### src/rtl/alarm_snooze_ctrl_pkg.sv
// Shared types for the alarm ring/snooze controller.
package alarm_snooze_ctrl_pkg;

   // FSM encoding; the numeric values are visible on the STATE output.
   typedef enum logic [1:0] {
      ST_IDLE   = 2'd0,
      ST_RING   = 2'd1,
      ST_SNOOZE = 2'd2
   } state_t;

   // BCD digit widths produced by the 24-hour time counters.
   localparam int DIGIT_W    = 4;  // any ones digit
   localparam int HR_TENS_W  = 2;  // hour tens 0..2
   localparam int MIN_TENS_W = 3;  // minute tens 0..5
   localparam int SEC_TENS_W = 3;  // second tens 0..5

   function automatic int max_int(input int a, input int b);
      return (a > b) ? a : b;
   endfunction

endpackage

### src/rtl/alarm_snooze_ctrl_if.sv
// Tick, key, time/alarm digit and indicator signals of the alarm controller.
interface alarm_snooze_ctrl_if;
   import alarm_snooze_ctrl_pkg::*;

   logic                  ENABLE;
   logic                  ENABLE_BUZZ;
   logic                  ARM;
   logic                  SNOOZE;
   logic                  STOP;
   logic [DIGIT_W-1:0]    CNT10T;
   logic [HR_TENS_W-1:0]  CNT3T;
   logic [DIGIT_W-1:0]    CNT10M;
   logic [MIN_TENS_W-1:0] CNT6M;
   logic [DIGIT_W-1:0]    CNT10;
   logic [SEC_TENS_W-1:0] CNT6;
   logic [DIGIT_W-1:0]    AL_CNT10T;
   logic [HR_TENS_W-1:0]  AL_CNT3T;
   logic [DIGIT_W-1:0]    AL_CNT10M;
   logic [MIN_TENS_W-1:0] AL_CNT6M;
   logic                  BUZZ;
   logic                  LED;
   logic [1:0]            STATE;
   logic [1:0]            SNZ_LEFT;

   modport master (
      output ENABLE, ENABLE_BUZZ, ARM, SNOOZE, STOP,
      output CNT10T, CNT3T, CNT10M, CNT6M, CNT10, CNT6,
      output AL_CNT10T, AL_CNT3T, AL_CNT10M, AL_CNT6M,
      input  BUZZ, LED, STATE, SNZ_LEFT
   );

   modport slave (
      input  ENABLE, ENABLE_BUZZ, ARM, SNOOZE, STOP,
      input  CNT10T, CNT3T, CNT10M, CNT6M, CNT10, CNT6,
      input  AL_CNT10T, AL_CNT3T, AL_CNT10M, AL_CNT6M,
      output BUZZ, LED, STATE, SNZ_LEFT
   );

endinterface

### src/rtl/alarm_snooze_ctrl_match.sv
// Time/alarm compare with a rising-edge detector: one trigger per alarm minute.
module alarm_match
   import alarm_snooze_ctrl_pkg::*;
(
   input  logic                  clk,
   input  logic                  rst_n,
   input  logic                  arm,
   input  logic [DIGIT_W-1:0]    hr_ones,
   input  logic [HR_TENS_W-1:0]  hr_tens,
   input  logic [DIGIT_W-1:0]    min_ones,
   input  logic [MIN_TENS_W-1:0] min_tens,
   input  logic [DIGIT_W-1:0]    sec_ones,
   input  logic [SEC_TENS_W-1:0] sec_tens,
   input  logic [DIGIT_W-1:0]    al_hr_ones,
   input  logic [HR_TENS_W-1:0]  al_hr_tens,
   input  logic [DIGIT_W-1:0]    al_min_ones,
   input  logic [MIN_TENS_W-1:0] al_min_tens,
   output logic                  trigger
);

   logic match;
   logic match_q;

   assign match = (hr_ones  == al_hr_ones)  && (hr_tens  == al_hr_tens) &&
                  (min_ones == al_min_ones) && (min_tens == al_min_tens) &&
                  (sec_ones == '0) && (sec_tens == '0);

   // Previous match; resets high so releasing reset inside the alarm second
   // does not look like a fresh edge.
   always_ff @(posedge clk or negedge rst_n) begin
      if (!rst_n) match_q <= 1'b1;
      else        match_q <= match;
   end

   assign trigger = match & ~match_q & arm;

endmodule

### src/rtl/alarm_snooze_ctrl.sv
// Alarm ring/snooze FSM driving the buzzer and alarm LED.
module alarm_snooze_ctrl
   import alarm_snooze_ctrl_pkg::*;
#(
   parameter int RING_SEC   = 60,
   parameter int SNOOZE_SEC = 300,
   parameter int MAX_SNOOZE = 3
)(
   input  logic                CLK,
   input  logic                RESET,
   alarm_snooze_ctrl_if.slave  bus
);

   localparam int         TW      = $clog2(max_int(RING_SEC, SNOOZE_SEC) + 1);
   localparam logic [1:0] SNZ_MAX = 2'(MAX_SNOOZE);

   state_t        state;
   logic [TW-1:0] timer;
   logic [1:0]    snz_left;
   logic          phase;
   logic          cadence;
   logic          buzz;
   logic          led;
   logic          trigger;

   alarm_match u_match (
      .clk         (CLK),
      .rst_n       (RESET),
      .arm         (bus.ARM),
      .hr_ones     (bus.CNT10T),
      .hr_tens     (bus.CNT3T),
      .min_ones    (bus.CNT10M),
      .min_tens    (bus.CNT6M),
      .sec_ones    (bus.CNT10),
      .sec_tens    (bus.CNT6),
      .al_hr_ones  (bus.AL_CNT10T),
      .al_hr_tens  (bus.AL_CNT3T),
      .al_min_ones (bus.AL_CNT10M),
      .al_min_tens (bus.AL_CNT6M),
      .trigger     (trigger)
   );

   // A key press swallows a coincident 1 Hz tick. An unusable SNOOZE (none
   // left in RING, or any SNOOZE while snoozing) counts as no key.
   logic          snz_ok;
   logic          ring_tick;
   logic          snz_tick;
   logic          timer_last;
   logic [TW-1:0] timer_dec;

   assign snz_ok     = bus.SNOOZE && (snz_left != 2'd0);
   assign ring_tick  = bus.ENABLE && !bus.STOP && !snz_ok;
   assign snz_tick   = bus.ENABLE && !bus.STOP;
   assign timer_last = (timer == TW'(1));
   assign timer_dec  = (timer != '0) ? timer - TW'(1) : timer;

   // Ring/snooze FSM with registered BUZZ/LED; tone phase restarts at 0 on
   // every entry to RING so each ring starts with a silent half-period.
   always_ff @(posedge CLK or negedge RESET) begin
      if (!RESET) begin
         state    <= ST_IDLE;
         timer    <= '0;
         snz_left <= SNZ_MAX;
         phase    <= 1'b0;
         cadence  <= 1'b0;
         buzz     <= 1'b0;
         led      <= 1'b0;
      end else begin
         case (state)
            ST_IDLE: begin
               if (trigger) begin
                  state    <= ST_RING;
                  timer    <= TW'(RING_SEC);
                  snz_left <= SNZ_MAX;
                  phase    <= 1'b0;
                  cadence  <= 1'b1;
                  buzz     <= 1'b0;
                  led      <= 1'b1;
               end
            end
            ST_RING: begin
               if (!bus.ARM || bus.STOP || (ring_tick && timer_last)) begin
                  state <= ST_IDLE;
                  timer <= '0;
                  buzz  <= 1'b0;
                  led   <= 1'b0;
               end else if (snz_ok) begin
                  state    <= ST_SNOOZE;
                  timer    <= TW'(SNOOZE_SEC);
                  snz_left <= snz_left - 2'd1;
                  buzz     <= 1'b0;
                  led      <= 1'b0;
               end else begin
                  if (ring_tick) timer <= timer_dec;
                  phase   <= phase ^ bus.ENABLE_BUZZ;
                  cadence <= cadence ^ ring_tick;
                  buzz    <= (phase ^ bus.ENABLE_BUZZ) & (cadence ^ ring_tick);
               end
            end
            ST_SNOOZE: begin
               if (!bus.ARM || bus.STOP) begin
                  state <= ST_IDLE;
                  timer <= '0;
                  led   <= 1'b0;
               end else if (snz_tick && timer_last) begin
                  state   <= ST_RING;
                  timer   <= TW'(RING_SEC);
                  phase   <= 1'b0;
                  cadence <= 1'b1;
                  buzz    <= 1'b0;
                  led     <= 1'b1;
               end else if (snz_tick) begin
                  timer <= timer_dec;
                  led   <= ~led;
               end
            end
            default: begin
               state <= ST_IDLE;
               buzz  <= 1'b0;
               led   <= 1'b0;
            end
         endcase
      end
   end

   assign bus.STATE    = state;
   assign bus.SNZ_LEFT = snz_left;
   assign bus.BUZZ     = buzz;
   assign bus.LED      = led;

endmodule

### src/flat_wrapper.sv
// flat-port wrapper written by rule: the top's interface ports become plain ports
module alarm_snooze_ctrl_flat import alarm_snooze_ctrl_pkg::*;
#(
   parameter int RING_SEC   = 60,
   parameter int SNOOZE_SEC = 300,
   parameter int MAX_SNOOZE = 3
)
  (CLK, RESET, bus_ENABLE, bus_ENABLE_BUZZ, bus_ARM, bus_SNOOZE, bus_STOP, bus_CNT10T, bus_CNT3T, bus_CNT10M, bus_CNT6M, bus_CNT10, bus_CNT6, bus_AL_CNT10T, bus_AL_CNT3T, bus_AL_CNT10M, bus_AL_CNT6M, bus_BUZZ, bus_LED, bus_STATE, bus_SNZ_LEFT);
  alarm_snooze_ctrl_if bus_i ();
  input  logic CLK;
  input  logic RESET;
  input wire logic [$bits(bus_i.ENABLE)-1:0] bus_ENABLE;
  input wire logic [$bits(bus_i.ENABLE_BUZZ)-1:0] bus_ENABLE_BUZZ;
  input wire logic [$bits(bus_i.ARM)-1:0] bus_ARM;
  input wire logic [$bits(bus_i.SNOOZE)-1:0] bus_SNOOZE;
  input wire logic [$bits(bus_i.STOP)-1:0] bus_STOP;
  input wire logic [$bits(bus_i.CNT10T)-1:0] bus_CNT10T;
  input wire logic [$bits(bus_i.CNT3T)-1:0] bus_CNT3T;
  input wire logic [$bits(bus_i.CNT10M)-1:0] bus_CNT10M;
  input wire logic [$bits(bus_i.CNT6M)-1:0] bus_CNT6M;
  input wire logic [$bits(bus_i.CNT10)-1:0] bus_CNT10;
  input wire logic [$bits(bus_i.CNT6)-1:0] bus_CNT6;
  input wire logic [$bits(bus_i.AL_CNT10T)-1:0] bus_AL_CNT10T;
  input wire logic [$bits(bus_i.AL_CNT3T)-1:0] bus_AL_CNT3T;
  input wire logic [$bits(bus_i.AL_CNT10M)-1:0] bus_AL_CNT10M;
  input wire logic [$bits(bus_i.AL_CNT6M)-1:0] bus_AL_CNT6M;
  output wire logic [$bits(bus_i.BUZZ)-1:0] bus_BUZZ;
  output wire logic [$bits(bus_i.LED)-1:0] bus_LED;
  output wire logic [$bits(bus_i.STATE)-1:0] bus_STATE;
  output wire logic [$bits(bus_i.SNZ_LEFT)-1:0] bus_SNZ_LEFT;
  assign bus_i.ENABLE = bus_ENABLE;
  assign bus_i.ENABLE_BUZZ = bus_ENABLE_BUZZ;
  assign bus_i.ARM = bus_ARM;
  assign bus_i.SNOOZE = bus_SNOOZE;
  assign bus_i.STOP = bus_STOP;
  assign bus_i.CNT10T = bus_CNT10T;
  assign bus_i.CNT3T = bus_CNT3T;
  assign bus_i.CNT10M = bus_CNT10M;
  assign bus_i.CNT6M = bus_CNT6M;
  assign bus_i.CNT10 = bus_CNT10;
  assign bus_i.CNT6 = bus_CNT6;
  assign bus_i.AL_CNT10T = bus_AL_CNT10T;
  assign bus_i.AL_CNT3T = bus_AL_CNT3T;
  assign bus_i.AL_CNT10M = bus_AL_CNT10M;
  assign bus_i.AL_CNT6M = bus_AL_CNT6M;
  assign bus_BUZZ = bus_i.BUZZ;
  assign bus_LED = bus_i.LED;
  assign bus_STATE = bus_i.STATE;
  assign bus_SNZ_LEFT = bus_i.SNZ_LEFT;
  alarm_snooze_ctrl #(.RING_SEC(RING_SEC), .SNOOZE_SEC(SNOOZE_SEC), .MAX_SNOOZE(MAX_SNOOZE)) u_core (.CLK(CLK), .RESET(RESET), .bus(bus_i));
endmodule
### config.mk
export PLATFORM = sky130hd
export DESIGN_NAME = alarm_snooze_ctrl_flat
export DESIGN_NICKNAME = d
export VERILOG_FILES = /design/src/rtl/alarm_snooze_ctrl_pkg.sv /design/src/rtl/alarm_snooze_ctrl_if.sv /design/src/rtl/alarm_snooze_ctrl_match.sv /design/src/rtl/alarm_snooze_ctrl.sv /design/src/flat_wrapper.sv
export SDC_FILE = /design/constraint.sdc
export NUM_CORES = 1
export LEC_CHECK = 0
export CORE_MARGIN = 2
export CORE_UTILIZATION = 35
export CTS_CLUSTER_DIAMETER = 30
export DETAILED_ROUTE_END_ITERATION = 8
export HOLD_SLACK_MARGIN = 0.06
export MAX_ROUTING_LAYER = met4
export SLEW_MARGIN = 0
export SYNTH_ARGS = -nofsm -noshare
export SYNTH_HDL_FRONTEND = slang
export SYNTH_SLANG_ARGS = --single-unit
### constraint.sdc
create_clock -name CLK -period 3 [get_ports CLK]
set_clock_uncertainty 0.1 [all_clocks]
set_input_delay 0.45 -clock CLK [delete_from_list [all_inputs] [get_ports CLK]]
set_output_delay 0.45 -clock CLK [all_outputs]
set_load 0.02 [all_outputs]
After elaboration in Yosys (flattened, before gate mapping) --
Cells that the tools add are included.
Storage, ports and cells: input port bits 40, flip-flop bits (word level) 18, output and inout bits 6
Cells by class: multiplexer cells 40, reductions and logical operators 28, bitwise logic cells 7, equal/unequal tests 17, add/sub/neg operators 2
Operator list (count):
- 9-bit two-way mux | 8
- 9-bit one-hot mux with 3 select lines | 1
- 1-bit two-way mux | 17
- 2-bit two-way mux | 8
- 1-bit one-hot mux with 3 select lines | 4
- 1-bit logical AND | 10
- 9-bit by 1-bit == test with 1-bit output (second input constant) | 1
- 3-bit AND reduction | 3
- 9-bit nonzero test | 1
- 9-bit by 1-bit subtractor with 9-bit output (second input constant) | 1
- 4-bit == test | 2
- 4-bit by 1-bit != test with 1-bit output (second input constant) | 2
- 4-bit AND reduction | 2
- 2-bit by 1-bit != test with 1-bit output (second input constant) | 3
- 2-bit != test (second input constant) | 3
- 3-bit by 1-bit != test with 1-bit output (second input constant) | 2
- 2-bit one-hot mux with 3 select lines | 1
- 6-bit AND reduction | 1
- 4-bit zero test | 1
- 2-bit one-hot mux with 2 select lines | 1
- 2-bit nonzero test | 2
- 1-bit bitwise AND | 3
- 3-bit == test | 1
- 1-bit zero test | 3
- 10 further kinds | 13

Depth between registers and ports, before layout --
depth after elaboration 10, mapped depth 8

Cells and area by module --
A second synthesis with hierarchy kept.
Unflattened totals: cell total of the unflattened synthesis 173, area total of the unflattened synthesis 1491.4 sq um
Modules (own cells, without submodules):
- alarm_snooze_ctrl | area an instance 1286.2 sq um, instances 1, cells each 150, sequential area each 427.9 sq um
- alarm_match | area an instance 205.2 sq um, instances 1, cells each 23, sequential area each 26.3 sq um

Worst setup path after synthesis --
OpenSTA, ideal clock, no wires.
kind input port to flip-flop, from input port bus_CNT10[1], to register u_core.phase, setup time 69 ps, setup slack 492 ps, path buffers 0, required time 2831 ps, data arrival time 2339 ps, stages on the path 6, cell sequence or4_4 nor4_4 nand4_2 o41a_1 or4_1 nand3_1
On the way: cells in the longest elaborated chain, start to end 7
Ends and longest elaborated chain:
- start, declared | RTL line flat_wrapper.sv:21 | input wire logic [$bits(bus_i.CNT10)-1:0] bus_CNT10;
- 4-bit zero test | RTL line alarm_snooze_ctrl_match.sv:26 | (sec_ones == '0) && (sec_tens == '0);
- 1-bit logical AND | RTL line alarm_snooze_ctrl_match.sv:25 | (min_ones == al_min_ones) && (min_tens == al_min_tens) &&
- 1-bit logical AND | RTL line alarm_snooze_ctrl_match.sv:26
- 1-bit bitwise AND (2 in series) | RTL line alarm_snooze_ctrl_match.sv:35 | assign trigger = match & ~match_q & arm;
- 2-bit by 1-bit != test with 1-bit output (no line)
- 6-bit AND reduction (no line)
- end signal, assigned | RTL line alarm_snooze_ctrl.sv:95 | phase <= phase ^ bus.ENABLE_BUZZ;
- end, declared | RTL line alarm_snooze_ctrl.sv:20 | logic phase;
Every way passes these cells. A chain may end at the register's enable or synchronous reset.

Worst setup path in the final report --
from input port bus_CNT10[1], to register u_core.snz_left[1] (netlist: u_core.bus.SNZ_LEFT[1])
On the way: cells in the longest elaborated chain, start to end 7
Ends and longest elaborated chain:
- 4-bit zero test | RTL line alarm_snooze_ctrl_match.sv:26
- 1-bit logical AND | RTL line alarm_snooze_ctrl_match.sv:25
- 1-bit logical AND | RTL line alarm_snooze_ctrl_match.sv:26
- 1-bit bitwise AND (2 in series) | RTL line alarm_snooze_ctrl_match.sv:35
- 2-bit by 1-bit != test with 1-bit output (no line)
- 4-bit AND reduction (no line)
- end signal, assigned | RTL line alarm_snooze_ctrl.sv:90 | snz_left <= snz_left - 2'd1;
- end, declared | RTL line alarm_snooze_ctrl.sv:19 | logic [1:0] snz_left;
Every way passes these cells.

==> results_dict.tcl <==
set metrics [dict create \
    netlist_area_mm2 0.00148 \
    drc 0 \
    p_leak_nw 0.889 \
    numPortBuffers 45 \
    cp-start-kind "input port" \
    post-cts-setup-buffer-count 0 \
    p_switching_mw 0.774 \
    wl_met1_mm 1.82 \
    routed-wl-met2_mm 2.14 \
    numCtsBuffers 3 \
    fmax_mhz 359 \
    first_pass_iters 5 \
    ys_warn_count 0 \
    numClockSinks 18 \
    root_buffer "clkbuf_8" \
    outcome "complete, no violations" \
    via_per_inst 5.40 \
    p_int_mw 0.981 \
    synthAdderAreaFrac 0.0591 \
    whs_path_depth 1 \
    setup_viol 0 \
    hpwlAfterDp_mm 3.48 \
    synth_compound_area_frac 0.259 \
    vias 1470 \
    asyncSetResetFlopFracSynth 1.00 \
    drt_iter0_drc 142 \
    ioPinCount 46 \
    insertion_delay_ps 250 \
    rsz0062_at_grt "no" \
    gp_congestion 0.855 \
    nNetsFinal 270 \
    highest_layer "met4" \
    dieArea_mm2 0.00477 \
    grt_pass1_vias 1487 \
    p_per_area_mw_per_mm2 830 \
    routed_wirelength_mm 4.19 \
    yosysTopAreaCell "dfrtp_1" \
    synth.distinct_cells 51 \
    final_cell_mix "clkdlybuf4s50_1, dfrtp_1, nand2_1" \
    area_delta_synth_final_pct 42.8 \
    grt-ovfl-total 0 \
    core-area_mm2 0.00403 \
    fp.dieW_um 69.1 \
    worstPathRequired_ps 3050 \
    vdd_ir_drop_max_uv 443 \
    clk_pin_slew_ps 70 \
    antenna_found_initial 0 \
    hold_path_class "reg -> reg" \
    cts_tree "yes" \
    grt_usage 0.188 \
    synth_edf_count 0 \
    syn-instance-count 166 \
    yosys.area_share.simple 0.229 \
    holdBufCountCts 0 \
    grt_max_degree 19 \
    total_power_mw 1.76 \
    final.setup.worst_slack_ps 217 \
    post-route-util 0.525 \
    multiInputGateArea_um2 973 \
    grt_pass1_wl_mm 7.22 \
    seq_power_share 0.254 \
    combPwrFrac 0.629 \
    die_h_um 69.1 \
    maxCapViolations 0 \
    register_area_um2 454 \
    place_ws_ps -45.8 \
    maxSlewHeadroom 0.319 \
    n_fill_cell 380 \
    synth-seq-area-share 0.307 \
    ant_nets 0 \
    synthMuxAreaShare 0.0211 \
    clock_power_share 0.117 \
    synth_top_family_by_area "compound AO/OA/AOI/OAI gates" \
    yosys.area.top_type_share 0.253 \
    ys_seq_elements 18 \
    worst_slew_pin_slew_ps 1020 \
    fin_crit_sh 0.928 \
    htreeDepth 1 \
    wl_per_cell_um 15.4 \
    row_count 23 \
    avgSynthCellArea_um2 8.92 \
    final_common_cell "clkdlybuf4s50_1" \
    synth.area.top_cells "dfrtp_1, ha_1, dfstp_2" \
    synth-main-ff-cell "dfrtp_1" \
    switching_share 0.441 \
    crit_path_end_kind "register" \
    slew_violations 0 \
    cts-resized-gates 0 \
    reg2reg_depth 8 \
    period_minus_slack_ps 2780 \
    synth_xor_area_frac 0.0887 \
    layout-drive-gt1-share 0.122 \
    initial_core_util 0.368 \
    hold_violations 0 \
    crit_type "in -> reg" \
    synth_fp_nets 213 \
    dr_wl_met3_um 207 \
    antenna_cells 0 \
    cts_buffer_depth 2 \
    cp_data_arrival_time_ps 2840 \
    finalSetupTns_ps 0 \
    crit_fanout 5 \
]
## state kept, by name, summed over array words and instances, names as in the netlist
register                count
u_core.bus.BUZZ             1
u_core.bus.SNZ_LEFT         2
u_core.bus.STATE            2
u_core.bus.LED              1
u_core.cadence              1
u_core.phase                1
u_core.u_match.match_q      1
u_core.timer                9
## synthesized netlist by cell type (2+ instances only)
library cell	n
dfrtp_1	15
nand2_1	12
nor2_1	11
o21ai_0	11
inv_1	10
xor2_1	9
a21oi_1	8
ha_1	7
nor3_1	7
nor2b_1	6
xnor2_1	6
o31ai_1	5
a22o_1	4
nand2b_1	4
dfstp_2	3
nand3_1	3
nor4_1	3
o21a_1	3
a211o_1	2
clkbuf_1	2
mux2i_1	2
nand4_1	2
nor3b_1	2
o31a_1	2
## per-layer routing
metal,up-vias,track usage
li1,731,-
met1,699,0.242
met2,38,0.313
met3,2,0.0336
met4,0,0.0370
met5,-,-
## logic make-up after synthesis
kind of cell / Yosys count
compound gates: 50
xor+xnor: 15
fa+ha+maj: 7
buf+inv: 14
flops: 18
mux: 3
simple gates: 59
## layout make-up
class	count	area share
sequential	18	0.215
tap	50	0.0296
inverter	10	0.0177
timing repair buffer	56	0.252
clock buffer	4	0.0260
multi-input combinational	134	0.460
## final timing paths
kind                                                   from                            endpoint  slack (ps)
max in group asynchronous                             RESET         u_core.timer[3]$_DFFE_PN0P_        1700
worst min-delay path            u_core.timer[1]$_DFFE_PN0P_         u_core.timer[1]$_DFFE_PN0P_         440
worst max-delay path                           bus_CNT10[1]  u_core.bus.SNZ_LEFT[1]$_DFFE_PN1P_         220
min in group asynchronous                             RESET         u_core.timer[2]$_DFFE_PN0P_         580
worst min register to register  u_core.timer[1]$_DFFE_PN0P_         u_core.timer[1]$_DFFE_PN0P_         440
worst max register to register  u_core.timer[1]$_DFFE_PN0P_            u_core.phase$_DFFE_PN0P_         350
## stage by stage
stage / hold slack, ps / instances / instance area [µm²]
3_5_place_dp: 433 / 268 / 2060
3_3_place_gp: 419 / 268 / 2060
2_1_floorplan: 54.4 / 166 / 1480
6_report: 444 / 272 / 2120
5_1_grt: 478 / 272 / 2120
4_1_cts: 443 / 272 / 2120
## worst max-delay path, stage by stage
cell and delay [ps]:
clkdlybuf4s50_1 400, or4_4 540, nor4_4 150, nand4_2 140, buf_4 170, o41ai_4 390, o21ai_0 230, a222oi_1 370
## power groups by stage
stage | combinational [mW] | clock (mW) | sequential (mW)
floorplan | 0.663 | 0 | 0.466
global placement | 1.08 | 0 | 0.439
detailed placement | 1.10 | 0 | 0.446
CTS | 1.10 | 0.210 | 0.443
global route | 1.23 | 0.221 | 0.457
finish | 1.11 | 0.205 | 0.445
(Power assumes the default switching activity.)
